<file path="src/rtl/rd_burst_ctrl.sv">
// Read-side burst sequencer for an async FIFO: waits for N words to be visible,
// pops them with rinc and presents them on a registered valid/ready stream with a last marker.
module rd_burst_ctrl #(
  parameter int ADDR_SIZE      = 4,
  parameter int DATA_SIZE      = 8,
  parameter int TIMEOUT_CYCLES = 64
) (
  input  logic                 rclk,
  input  logic                 rrst_n,
  input  logic                 rempty,
  input  logic [ADDR_SIZE:0]   rptr,
  input  logic [ADDR_SIZE:0]   rq2_wptr,
  input  logic [DATA_SIZE-1:0] rdata,
  output logic                 rinc,
  input  logic                 req_valid,
  input  logic [ADDR_SIZE:0]   req_len,
  output logic                 req_ready,
  output logic                 out_valid,
  output logic [DATA_SIZE-1:0] out_data,
  output logic                 out_last,
  input  logic                 out_ready,
  output logic [ADDR_SIZE:0]   level,
  output logic                 short_burst
);
  localparam int PW = ADDR_SIZE + 1;
  localparam logic [PW-1:0] DEPTH = PW'(2 ** ADDR_SIZE);
  localparam int TW = (TIMEOUT_CYCLES > 1) ? $clog2(TIMEOUT_CYCLES) : 1;
  localparam logic [TW-1:0] TLAST = (TIMEOUT_CYCLES > 0) ? TW'(TIMEOUT_CYCLES - 1) : '0;

  typedef enum logic [1:0] {S_IDLE, S_WAIT, S_STREAM} state_t;

  state_t          state;
  logic [PW-1:0]   len;
  logic [PW-1:0]   remaining;
  logic [TW-1:0]   timer;
  logic [PW-1:0]   len_clamped;
  logic            pop;

  function automatic logic [PW-1:0] gray2bin(input logic [PW-1:0] g);
    logic [PW-1:0] b;
    b = g;
    for (int i = PW - 2; i >= 0; i--) b[i] = b[i+1] ^ g[i];
    return b;
  endfunction

  // Lagging write pointer makes this a lower bound on true occupancy.
  always_comb begin
    level = gray2bin(rq2_wptr) - gray2bin(rptr);
  end

  always_comb begin
    len_clamped = req_len;
    if (req_len == '0)
      len_clamped = PW'(1);
    else if (req_len > DEPTH)
      len_clamped = DEPTH;
  end

  // rempty guards against popping on a stale level.
  assign pop       = (state == S_STREAM) && (remaining != '0) && !rempty &&
                     (!out_valid || out_ready);
  assign rinc      = pop;
  assign req_ready = rrst_n && (state == S_IDLE);

  always_ff @(posedge rclk or negedge rrst_n) begin
    if (!rrst_n) begin
      state       <= S_IDLE;
      len         <= '0;
      remaining   <= '0;
      timer       <= '0;
      out_valid   <= 1'b0;
      out_data    <= '0;
      out_last    <= 1'b0;
      short_burst <= 1'b0;
    end else begin
      short_burst <= 1'b0;
      case (state)
        S_IDLE: begin
          if (req_valid) begin
            len       <= len_clamped;
            remaining <= len_clamped;
            timer     <= '0;
            state     <= S_WAIT;
          end
        end
        S_WAIT: begin
          if (level >= len) begin
            state <= S_STREAM;
          end else if (TIMEOUT_CYCLES != 0) begin
            if (timer != TLAST) begin
              timer <= timer + 1'b1;
            end else if (level != '0) begin
              len         <= level;
              remaining   <= level;
              short_burst <= 1'b1;
              state       <= S_STREAM;
            end
          end
        end
        S_STREAM: begin
          if (pop) begin
            out_data  <= rdata;
            out_valid <= 1'b1;
            out_last  <= (remaining == PW'(1));
            remaining <= remaining - 1'b1;
          end else if (out_valid && out_ready) begin
            out_valid <= 1'b0;
            out_last  <= 1'b0;
            if (out_last)
              state <= S_IDLE;
          end
        end
        default: state <= S_IDLE;
      endcase
    end
  end
endmodule

</file>
<file path="config.mk">
export PLATFORM = sky130hd
export DESIGN_NAME = rd_burst_ctrl
export DESIGN_NICKNAME = d
export VERILOG_FILES = /design/src/rtl/rd_burst_ctrl.sv
export SDC_FILE = /design/constraint.sdc
export NUM_CORES = 1
export LEC_CHECK = 0
export BUFFER_PORTS_ARGS = -buffer_cell sky130_fd_sc_hd__buf_4
export CELL_PAD_IN_SITES_DETAIL_PLACEMENT = 0
export CELL_PAD_IN_SITES_GLOBAL_PLACEMENT = 1
export CORE_MARGIN = 3
export CORE_UTILIZATION = 42
export CTS_BUF_LIST = sky130_fd_sc_hd__clkbuf_8
export DETAILED_ROUTE_END_ITERATION = 7
export GPL_TIMING_DRIVEN = 1
export PLACE_DENSITY = 0.89
export SETUP_SLACK_MARGIN = 0.05
export SLEW_MARGIN = 15
export SYNTH_ARGS = -nofsm -noshare
export SYNTH_HDL_FRONTEND = slang
export SYNTH_SLANG_ARGS = --single-unit
</file>
<file path="constraint.sdc">
create_clock -name rclk -period 2.8 [get_ports rclk]
set_input_delay 0 -clock rclk [delete_from_list [all_inputs] [get_ports rclk]]
set_output_delay 0 -clock rclk [all_outputs]
set_load 0.05 [all_outputs]
</file>
==> out/qor.yml, run 1 <==
outcome: "complete, but fails checks"
failed_checks: "negative setup slack"
drt-wirelength-per-cell_um: 14.1
design.final.nets: 334
areaGrowthSynthToFinish_pct: 47.6
detailroute.via_count: 1773
cp_data_required_time_ps: 3020
p_leak_nw: 1.37
drive_gt1_share_pct: 41.9
criticalPathCategory: "in2reg"
cts_htree_levels: 2
insertedDiodeCount: 0
rows: 24
synthFlopType: "dfrtp_1"
drv_slew: 0
mappedNetlistNets: 249
synth_enable_flop_cells: 0
clk_pin_slew_ps: 70
first_iter_violations: 77
flip_flop_and_latch_count_after_synthesis: 29
fmaxAchievable_mhz: 322
pre_cts_slack_ps: -731
grt_pass1_wl_um: 7910
initial_core_util_pct: 44.7
power.density_nw_per_um2: 1170
port-buffer-count: 45
wirelength_um: 4850
ys_seq_area_share_pct: 36.3
layout_setup_ws_ps: -310
grt_antenna_before_repair: 0
die_area_um2: 5620
final_global_route_overflow_total: 0
slew_headroom_pct: 70.0
drv_cap: 0
max-vdd-ir-drop_mv: 0.633
final-hold-violation-count: 0
finalHoldWorstSlack_ps: 26.4
worst_hold_path_type: "in2reg"
route.antenna.remaining_nets: 0
die_height_um: 75.0
clock-sinks: 29
core-area_um2: 4470
synth_async_sr_flop_share_pct: 100
tritoncts: "done"
startpoint_type: "input pin"
clock-skew-final_ps: 8.04
fp.dieW_um: 75.0
critical_path.max_fanout: 7
final_cell_mix: "buf_4, dfrtp_1, inv_1, nand2_1, ha_1"
clkLatencyLatePin_ps: 280
cts.path.max_buffers: 2
clock_tree.root_cell: "clkbuf_8"
post_synth_inst_count: 205
final_period_minus_worst_setup_slack_ps: 3110
netlist_area_um2: 2000
post_route_clock_period_utilization_pct: 111
postSynthAreaPerCell_um2: 9.75
rsz0062_at_grt: "yes"
tightest_slew_ps: 450
arrival_ps: 3330
synth.distinct_cells: 46
ios: 46
grt_pass1_vias: 1789
place_hpwl_um: 3630
synthesis.yosys.warnings: 0
grt.total_usage_pct: 18.4
finalSetupViolations: 17
grt_max_degree: 31
most_frequent_standard_cell_in_the_layout_excluding_fill_and_tap_cells: "buf_4"
gp_congestion: 0.783
detail_route.drc_violations: 0
tns_ps: -3190
drt_pre_antenna_iters: 4
worstSetupEndpointType: "flop"
drt-vias-per-instance: 5.17
cts-buffers-inserted: 5
## cells by family (layout without fill, tap and decap cells)
| family | count (synthesis) | in the layout | share of synthesized area [%] |
|---|---|---|---|
| AND/OR/NAND/NOR | 51 | 51 | 12.4 |
| AO/OA/AOI/OAI | 47 | 47 | 15.3 |
| flip-flops | 29 | 29 | 36.3 |
| buffers and inverters | 24 | 110 | 4.57 |
| multiplexers | 21 | 21 | 11.6 |
| adder cells (fa/ha/maj) | 17 | 17 | 11.0 |
| XOR/XNOR | 16 | 16 | 8.89 |
## Yosys cell counts (2+ instances only)
| library cell | number | share of area [%] |
|---|---|---|
| a21boi_0 | 3 | 1.1 |
| a21oi_1 | 11 | 2.8 |
| a21oi_2 | 2 | 0.88 |
| a22oi_1 | 3 | 1.1 |
| a31oi_1 | 2 | 0.63 |
| and2_1 | 3 | 0.94 |
| clkbuf_1 | 3 | 0.56 |
| dfrtp_1 | 29 | 36 |
| ha_1 | 15 | 9.4 |
| inv_1 | 19 | 3.6 |
| mux2_2 | 9 | 5.1 |
| mux2_4 | 2 | 1.5 |
| mux2i_1 | 9 | 4.5 |
| nand2_1 | 18 | 3.4 |
| nand2b_1 | 4 | 1.3 |
| nand3_1 | 2 | 0.50 |
| nand4_1 | 2 | 0.63 |
| nor2_1 | 10 | 1.9 |
| nor3_1 | 3 | 0.75 |
| o211ai_1 | 3 | 1.1 |
| o21ai_0 | 12 | 3.0 |
| o21ai_2 | 2 | 0.88 |
| o22ai_1 | 2 | 0.63 |
| or3_1 | 4 | 1.3 |
| xnor2_1 | 7 | 3.1 |
| xor2_1 | 6 | 2.6 |
## critical path: stages
cell and delay (ps):
buf_6 60, xor3_2 470, xnor2_4 180, xor2_1 180, ha_2 210, fa_2 250, inv_4 40, maj3_2 330
a21oi_4 200, xnor2_4 150, ha_4 240, a2111oi_4 300, o21ai_2 140, or4b_4 500, nand2_2 70
## layer usage
layer	GRT usage, %	wire length, µm	part of all wire (%)	vias to the layer above
met5	0	0	0	-
met4	5.53	32	0.66	0
met3	3.47	105	2.2	4
met2	31.0	2420	50	30
met1	23.8	2290	47	850
li1	-	-	-	889
## per-stage QoR
stage	util [%]	power [mW]	cell area, µm²	instances
5_1_grt	65.9	3.72	2950	343
6_report	65.9	3.46	2950	343
4_1_cts	65.2	3.43	2920	341
3_5_place_dp	60.7	3.03	2720	324
3_3_place_gp	60.7	2.97	2720	324
2_1_floorplan	-	2.33	2130	205
## state kept, by name, indices dropped and copies added, names as in the netlist
name / cells
remaining: 5
timer: 6
out_valid: 1
state: 2
short_burst: 1
out_last: 1
len: 5
out_data: 8
## where the power goes
group | leakage (nW) | internal, mW | switching [mW]
registers | 0.366 | 0.589 | 0.125
logic | 0.965 | 1.06 | 1.35
clock network | 0.0439 | 0.171 | 0.169
total | 1.37 | 1.82 | 1.64
## what timing repair did
item | in CTS | in global routing
setup buffers | 0 | 2
hold buffers | 9 | 0
pin swaps | 10 | 2
gates resized for setup | 8 | 3
setup endpoints to repair | 18 | 19
hold endpoints to repair | 37 | 0
## path summary, 6_finish.rpt
kind | startpoint | to | slack (ps) | cells after the start
max in group asynchronous | rrst_n | len[1]$_DFFE_PN0P_ | 2340 | 2
min | out_ready | out_valid$_DFFE_PN0P_ | 30 | 3
min reg2reg | timer[1]$_DFFE_PN0P_ | timer[1]$_DFFE_PN0P_ | 500 | 2
max reg2reg | len[0]$_DFFE_PN0P_ | timer[2]$_DFFE_PN0P_ | 550 | 8
min in group asynchronous | rrst_n | state[1]$_DFFE_PN0P_ | 180 | 2
max | rq2_wptr[2] | timer[2]$_DFFE_PN0P_ | -310 | 15
## cell type report
cell class,instances,area (µm²)
tap,52,65.1
clock inverter,3,17.5
clock buffer,5,68.8
inverter,19,77.6
fill,364,1520
sequential,29,726
timing repair buffer,83,653
multi-input combinational,152,1340
Power figures use the tool's default switching activity.
==> run 2, diff against run 1 <==
ABC_AREA = 1   (was not set)
CORE_UTILIZATION = 40   (was 42)
PLACE_DENSITY = 0.9   (was 0.89)
==> run 2 against run 1 <==
The flow still finishes with violations (negative setup slack). Non-clock buffer count increased by 7. Count of clock-buffer cells in the layout grew 1. Worst hold slack improved by 67 ps. Via count is 26% higher.
==> out/qor.yml, run 2 <==
place_hpwl_um: 4040  # +11%
grt_pass1_wl_um: 9290  # +17%
total_switching_power_mw: 1.72  # +4.3%
yosys.area.top_type: "dfrtp_1"
swShare_pct: 49.8  # +2.4 points
ys_seq_area_share_pct: 33.6  # -2.7 points
share_comb_of_total_power_pct: 69.7  # about the same
synthesis.yosys.warnings: 0  # unchanged
post-layout-total-power_mw: 3.44  # -0.68%
synth.top_cells.by_count: "nand2_1, inv_1, dfrtp_1"
drive_gt1_share_pct: 38.2  # -3.8 points
core-area_um2: 5170  # +16%
slew_headroom_pct: 69.0  # -0.98 points
grt_max_degree: 31  # unchanged
initial_core_util_pct: 41.8  # -2.9 points
gp_congestion: 0.810  # +3.4%
most_frequent_standard_cell_in_the_layout_excluding_fill_and_tap_cells: "nand2_1"
insertedDiodeCount: 0  # unchanged
port-buffer-count: 45  # unchanged
clk_pin_slew_ps: 60  # about the same
layout_setup_ws_ps: -115  # +195 ps
final_global_route_overflow_total: 0  # unchanged
postSynthAreaPerCell_um2: 6.99  # -28%
post-route-util_pct: 63.9  # -2.1 points
die_height_um: 79.5  # +6.0%
fill_cells: 446  # +23%
arrival_ps: 3090  # -240 ps
netlist_top_cells_area: "dfrtp_1, nand2_1, ha_1, inv_1, nand3_1"
worst_hold_path_type: "in2reg"
power.internal_mw: 1.73  # -5.2%
failed_checks: "negative setup slack"
drt-vias-per-instance: 4.75  # -8.2%
max-vdd-ir-drop_mv: 0.478  # -24%
clock-skew-final_ps: 6.27  # -1.77 ps
drt_pre_antenna_iters: 4  # unchanged
p_seq_share_pct: 20.2  # -0.4 points
drt-wirelength-per-cell_um: 11.8  # -16%
clock_tree.root_cell: "clkbuf_8"
cts-buffers-inserted: 5  # unchanged
first_iter_violations: 96  # +25%
p_leak_nw: 1.74  # +27%
tritoncts: "done"
criticalPathCategory: "in2reg"
mappedNetlistNets: 353  # +42%
cts_htree_levels: 2  # unchanged
flip_flop_and_latch_count_after_synthesis: 29  # unchanged
post_route_clock_period_utilization_pct: 104  # -6.9 points
tightest_slew_ps: 464  # +14.3 ps
pre_cts_slack_ps: -616  # +115 ps
synthMostInstantiatedCell: "nand2_1"
final-hold-violation-count: 0  # unchanged
synthFlopType: "dfrtp_1"
synth_enable_flop_cells: 0  # unchanged
post_synth_inst_count: 309  # +51%
drv_cap: 0  # unchanged
grt_pass1_vias: 2091  # +17%
cts.path.max_buffers: 2  # unchanged
largest_register_ff_count: 8  # unchanged
detailroute.via_count: 2235  # +26%
grt_antenna_before_repair: 0  # unchanged
synth.distinct_cells: 33  # -28%
ios: 46  # unchanged
route.antenna.remaining_nets: 0  # unchanged
critical_path.max_fanout: 4  # -3
fp.dieW_um: 79.5  # +6.0%
clock_power_share_pct: 10.1  # +0.3 points
rows: 26  # +8.3%
synth_async_sr_flop_share_pct: 100  # unchanged
largest-register: "out_data"
clock-sinks: 29  # unchanged
drv_slew: 0  # unchanged
detail_route.drc_violations: 0  # unchanged
final_period_minus_worst_setup_slack_ps: 2920  # -195 ps
clkLatencyLatePin_ps: 280  # about the same
finalSetupViolations: 16  # -1
reg.largest.list: "out_data (8), timer (6)"
startpoint_type: "input pin"
design.final.nets: 445  # +33%
grt.total_usage_pct: 18.3  # -0.047 points
rsz0062_at_grt: "yes"
power.density_nw_per_um2: 1040  # -11%
areaGrowthSynthToFinish_pct: 52.9
final_cell_mix: "nand2_1, buf_4, inv_1"
fmaxAchievable_mhz: 343  # +6.7%
die_area_um2: 6320  # +12%
netlist_area_um2: 2160  # +8.1%
post-synth-top-area-fraction_pct: 33.6  # -2.7 points
cp_data_required_time_ps: 2970  # -50 ps
wirelength_um: 5560  # +15%
worstSetupEndpointType: "flop"
worst-r2r-setup-slack_ps: 580  # +30 ps
outcome: "complete, but fails checks"
==> run 2: layout make-up <==
class / instances / area [µm²] / area share [%]
Clock buffer: 6 / 82.6 / 2.50
Clock inverter: 1 / 3.75 / 0.114
Tap cell: 70 / 87.6 / 2.65
Multi-Input combinational cell: 225 / 1450 / 43.9
Sequential cell: 29 / 726 / 22.0
Inverter: 50 / 215 / 6.52
Timing Repair Buffer: 90 / 738 / 22.3
==> run 2: worst max-delay path, stage by stage <==
cell	delay [ps]
buf_12	100
inv_6	40
nand2_8	60
nand3_4	70
nand2_4	80
xor2_2	170
xor2_1	160
inv_1	60
ha_2	180
fa_2	350
inv_2	70
nand4_1	100
nand2_1	100
nand2_2	60
nand2_2	100
clkinvlp_4	110
ha_4	290
nand2_2	50
inv_2	60
nand4_1	80
nand3_1	100
a21oi_2	60
o21ai_2	200
buf_4	170
inv_4	50
buf_6	120
nand3_2	70
nand2_1	60
==> run 2: stage by stage <==
step / std cells / hold slack (ps) / cell area, µm² / TNS [ps]
after floorplan: 309 / -296 / 2250 / -7010
after global placement: 447 / -48.9 / 2860 / -7400
after detailed placement: 447 / -50.0 / 2860 / -9390
after CTS: 469 / 89.6 / 3220 / -662
after global routing: 471 / 121 / 3300 / -5980
final: 471 / 93.8 / 3300 / -1300
==> run 2: repair_timing <==
action / CTS / global route
setup buffers: 7 / 3
pin swaps: 25 / 6
setup endpoints to repair: 18 / 19
hold endpoints to repair: 37 / 0
hold buffers: 9 / 0
resized for setup: 35 / 16
==> run 2: power groups by stage <==
stage	Clock, mW	Sequential [mW]	Combinational (mW)
final	0.347	0.695	2.40
after global routing	0.376	0.720	2.64
after CTS	0.354	0.693	2.25
after detailed placement	0	0.697	2.03
after global placement	0	0.693	2.01
after floorplan	0	0.893	1.18
==> run 2: routing by layer <==
layer | up-vias | share of wire (%) | track usage, %
li1 | 1168 | - | -
met3 | 5 | 5.0 | 3.61
met1 | 1010 | 47 | 25.3
met5 | - | 0 | 0
met2 | 52 | 48 | 29.0
met4 | 0 | 0.75 | 5.33
==> run 2: final timing paths <==
check | start | endpoint | depth (start not counted)
hold / removal | out_ready | out_valid$_DFFE_PN0P_ | 4
setup reg to reg | state[0]$_DFFE_PN0P_ | remaining[2]$_DFFE_PN0P_ | 11
min in group asynchronous | rrst_n | timer[5]$_DFFE_PN0P_ | 2
hold reg to reg | out_data[6]$_DFFE_PN0P_ | out_data[6]$_DFFE_PN0P_ | 2
setup / recovery | rptr[4] | len[2]$_DFFE_PN0P_ | 28
max in group asynchronous | rrst_n | len[1]$_DFFE_PN0P_ | 2
==> run 2: kinds of logic after synthesis <==
group | Yosys count | synth area share [%]
AO/OA/AOI/OAI | 36 | 9.21
XOR/XNOR | 6 | 2.43
flip-flops | 29 | 33.6
buffers and inverters | 55 | 9.90
AND/OR/NAND/NOR | 167 | 35.3
adder cells (fa/ha/maj) | 16 | 9.61
==> run 3, diff against run 2 <==
PLACE_DENSITY = not set   (was 0.9)
PLACE_DENSITY_LB_ADDON = 0.15   (was not set)
SETUP_SLACK_MARGIN = not set   (was 0.05)
==> run 3 against run 2 <==
The flow still finishes with violations (negative setup slack). Register-to-register slack better by 30 ps. Global-route usage up 0.53 points. Core utilization down 0.24 points. Largest cell class unchanged. Highest routed layer unchanged. Critical endpoint is now timer[5]$_DFFE_PN0P_. First-iteration DRC count down 24%. Maximum frequency up 2.0%. Count of clock-buffer cells in the layout down 1. Clock skew down 1.3 ps.
==> out/qor.yml, run 3 (synthesis results as in run 2) <==
grt_antenna_before_repair: 0  # unchanged
critical_path.max_fanout: 6  # +2
worst_hold_path_type: "in2reg"
die_height_um: 79.5  # unchanged
routedLengthMet1_um: 2440  # -5.9%
design.final.nets: 448  # +0.67%
slew_headroom_pct: 70.8  # +1.8 points
final_cell_mix: "nand2_1, buf_4, inv_1"
finalHoldWorstSlack_ps: 104  # +10.7 ps
rsz0062_at_grt: "yes"
drv_slew: 0  # unchanged
hold_path_depth: 4  # unchanged
route.antenna.remaining_nets: 0  # unchanged
core-area_um2: 5170  # unchanged
areaGrowthSynthToFinish_pct: 52.3
wirelength_um: 5410  # -2.8%
detail_route.drc_violations: 0  # unchanged
rr_worst_depth: 11  # unchanged
p_leak_nw: 1.75  # +0.46%
grt_pass1_vias: 2206  # +5.5%
r2r_end: "remaining[1]$_DFFE_PN0P_"
insertedDiodeCount: 0  # unchanged
ios: 46  # unchanged
grt_pass1_wl_um: 9560  # +2.8%
met2_wire_length_um: 2720  # +2.6%
rows: 26  # unchanged
tightest_slew_ps: 438  # -26.7 ps
routed.top_layer: "met4"
clk_pin_slew_ps: 70  # about the same
final_global_route_overflow_total: 0  # unchanged
drv_cap: 0  # unchanged
failed_checks: "negative setup slack"
clock-sinks: 29  # unchanged
max-vdd-ir-drop_mv: 0.530  # +11%
fp.dieW_um: 79.5  # unchanged
clock-skew-final_ps: 4.92  # -1.34 ps
final_period_minus_worst_setup_slack_ps: 2860  # -58.4 ps
drt-wirelength-per-cell_um: 11.4  # -3.6%
final-hold-violation-count: 0  # unchanged
startpoint_type: "input pin"
reg.largest.list: "out_data (8), timer (6)"
regToRegStartpoint: "state[0]$_DFFE_PN0P_"
port-buffer-count: 45  # unchanged
cts-buffers-inserted: 5  # unchanged
drive_gt1_share_pct: 37.0  # -1.1 points
post-layout-total-power_mw: 3.31  # -3.8%
layout_setup_ws_ps: -56.9  # +58.4 ps
grt_max_degree: 31  # unchanged
drt-vias-per-instance: 4.70  # -0.89%
fmaxAchievable_mhz: 350  # +2.0%
first_iter_violations: 73  # -24%
power.density_nw_per_um2: 1010  # -3.4%
outcome: "complete, but fails checks"
worstSetupEndpointType: "flop"
criticalPathCategory: "in2reg"
most_frequent_standard_cell_in_the_layout_excluding_fill_and_tap_cells: "nand2_1"
cts.path.max_buffers: 2  # unchanged
detailroute.via_count: 2234  # -0.045%
clkLatencyLatePin_ps: 280  # about the same
worst-r2r-setup-slack_ps: 610  # +30 ps
hold_start: "out_ready"
fill_cells: 457  # +2.5%
largest_register_ff_count: 8  # unchanged
destination_of_the_worst_hold_path: "out_valid$_DFFE_PN0P_"
tritoncts: "done"
post_route_clock_period_utilization_pct: 102  # -2.1 points
arrival_ps: 3050  # -40 ps
gp_congestion: 0.776  # -4.2%
finalSetupViolations: 10  # -6
place_hpwl_um: 4000  # -1.1%
cp_data_required_time_ps: 3000  # +30 ps
drt_pre_antenna_iters: 4  # unchanged
die_area_um2: 6320  # unchanged
largest-register: "out_data"
cts_htree_levels: 2  # unchanged
initial_core_util_pct: 41.8  # unchanged
clock_tree.root_cell: "clkbuf_8"
met3RoutedLength_um: 202  # -28%
grt.total_usage_pct: 18.9  # +0.53 points
==> run 3: cell type report <==
| class | count | area [µm²] | area share [%] |
|---|---|---|---|
| clock buffers | 5 | 68.8 | 2.09 |
| clock inverters | 3 | 17.5 | 0.532 |
| inverters | 50 | 218 | 6.62 |
| multi-input cells | 225 | 1420 | 43.2 |
| flip-flops and latches | 29 | 726 | 22.1 |
| well taps | 70 | 87.6 | 2.66 |
| repair buffers | 93 | 753 | 22.9 |
==> run 3: repair_timing <==
action                                 4_1_cts  5_1_grt
hold buffers                                 9        0
setup endpoints to repair                   18       19
gates resized for setup                     28       12
setup buffers                               12        1
pin swaps                                   20        5
endpoints found under the hold margin       37        0
==> run 3: where the power goes <==
group | total (mW) | internal, mW | switching, mW
logic | 2.27 | 0.903 | 1.37
clock network | 0.342 | 0.171 | 0.171
registers | 0.693 | 0.577 | 0.116
total | 3.31 | 1.65 | 1.66
==> run 3: stage by stage <==
stage	TNS, ps	cells	util, %	setup WS, ps	cell area, µm²
6_report	-190	475	63.6	-56.9	3290
5_1_grt	-5500	475	63.6	-345	3290
3_3_place_gp	-7180	446	55.2	-472	2850
3_5_place_dp	-8690	446	55.2	-548	2850
2_1_floorplan	-7010	309	-	-577	2250
4_1_cts	-370	474	62.6	-67.1	3240
==> run 3: worst max-delay path by stage <==
stage	startpoint	slack (ps)	end
after floorplan	rptr[3]	-580	remaining[0]$_DFFE_PN0P_
after global placement	rptr[3]	-470	timer[5]$_DFFE_PN0P_
after detailed placement	rptr[3]	-550	timer[5]$_DFFE_PN0P_
after CTS	rptr[4]	-70	timer[5]$_DFFE_PN0P_
after global routing	rptr[3]	-350	timer[5]$_DFFE_PN0P_
final	rptr[4]	-60	timer[5]$_DFFE_PN0P_
==> run 3: layer usage <==
| metal | up-vias | GRT usage, % |
|---|---|---|
| met5 | - | 0 |
| met2 | 36 | 33.1 |
| met3 | 5 | 3.72 |
| met1 | 1012 | 23.5 |
| met4 | 0 | 4.98 |
| li1 | 1181 | - |
==> run 3: critical path, stage by stage <==
cell	delay, ps
buf_12	100
inv_8	40
nand2_8	60
nand3_4	70
nand2_4	80
xor2_2	160
xor2_1	150
inv_1	60
ha_2	180
fa_2	350
inv_2	60
nand4_1	90
nand2_1	90
nand2_2	60
nand2_2	100
clkinvlp_4	110
ha_4	240
nand2_2	60
inv_2	40
nand4_1	80
nand3_2	90
a21oi_4	170
o21ai_2	110
a21oi_4	200
inv_2	100
o31ai_2	210
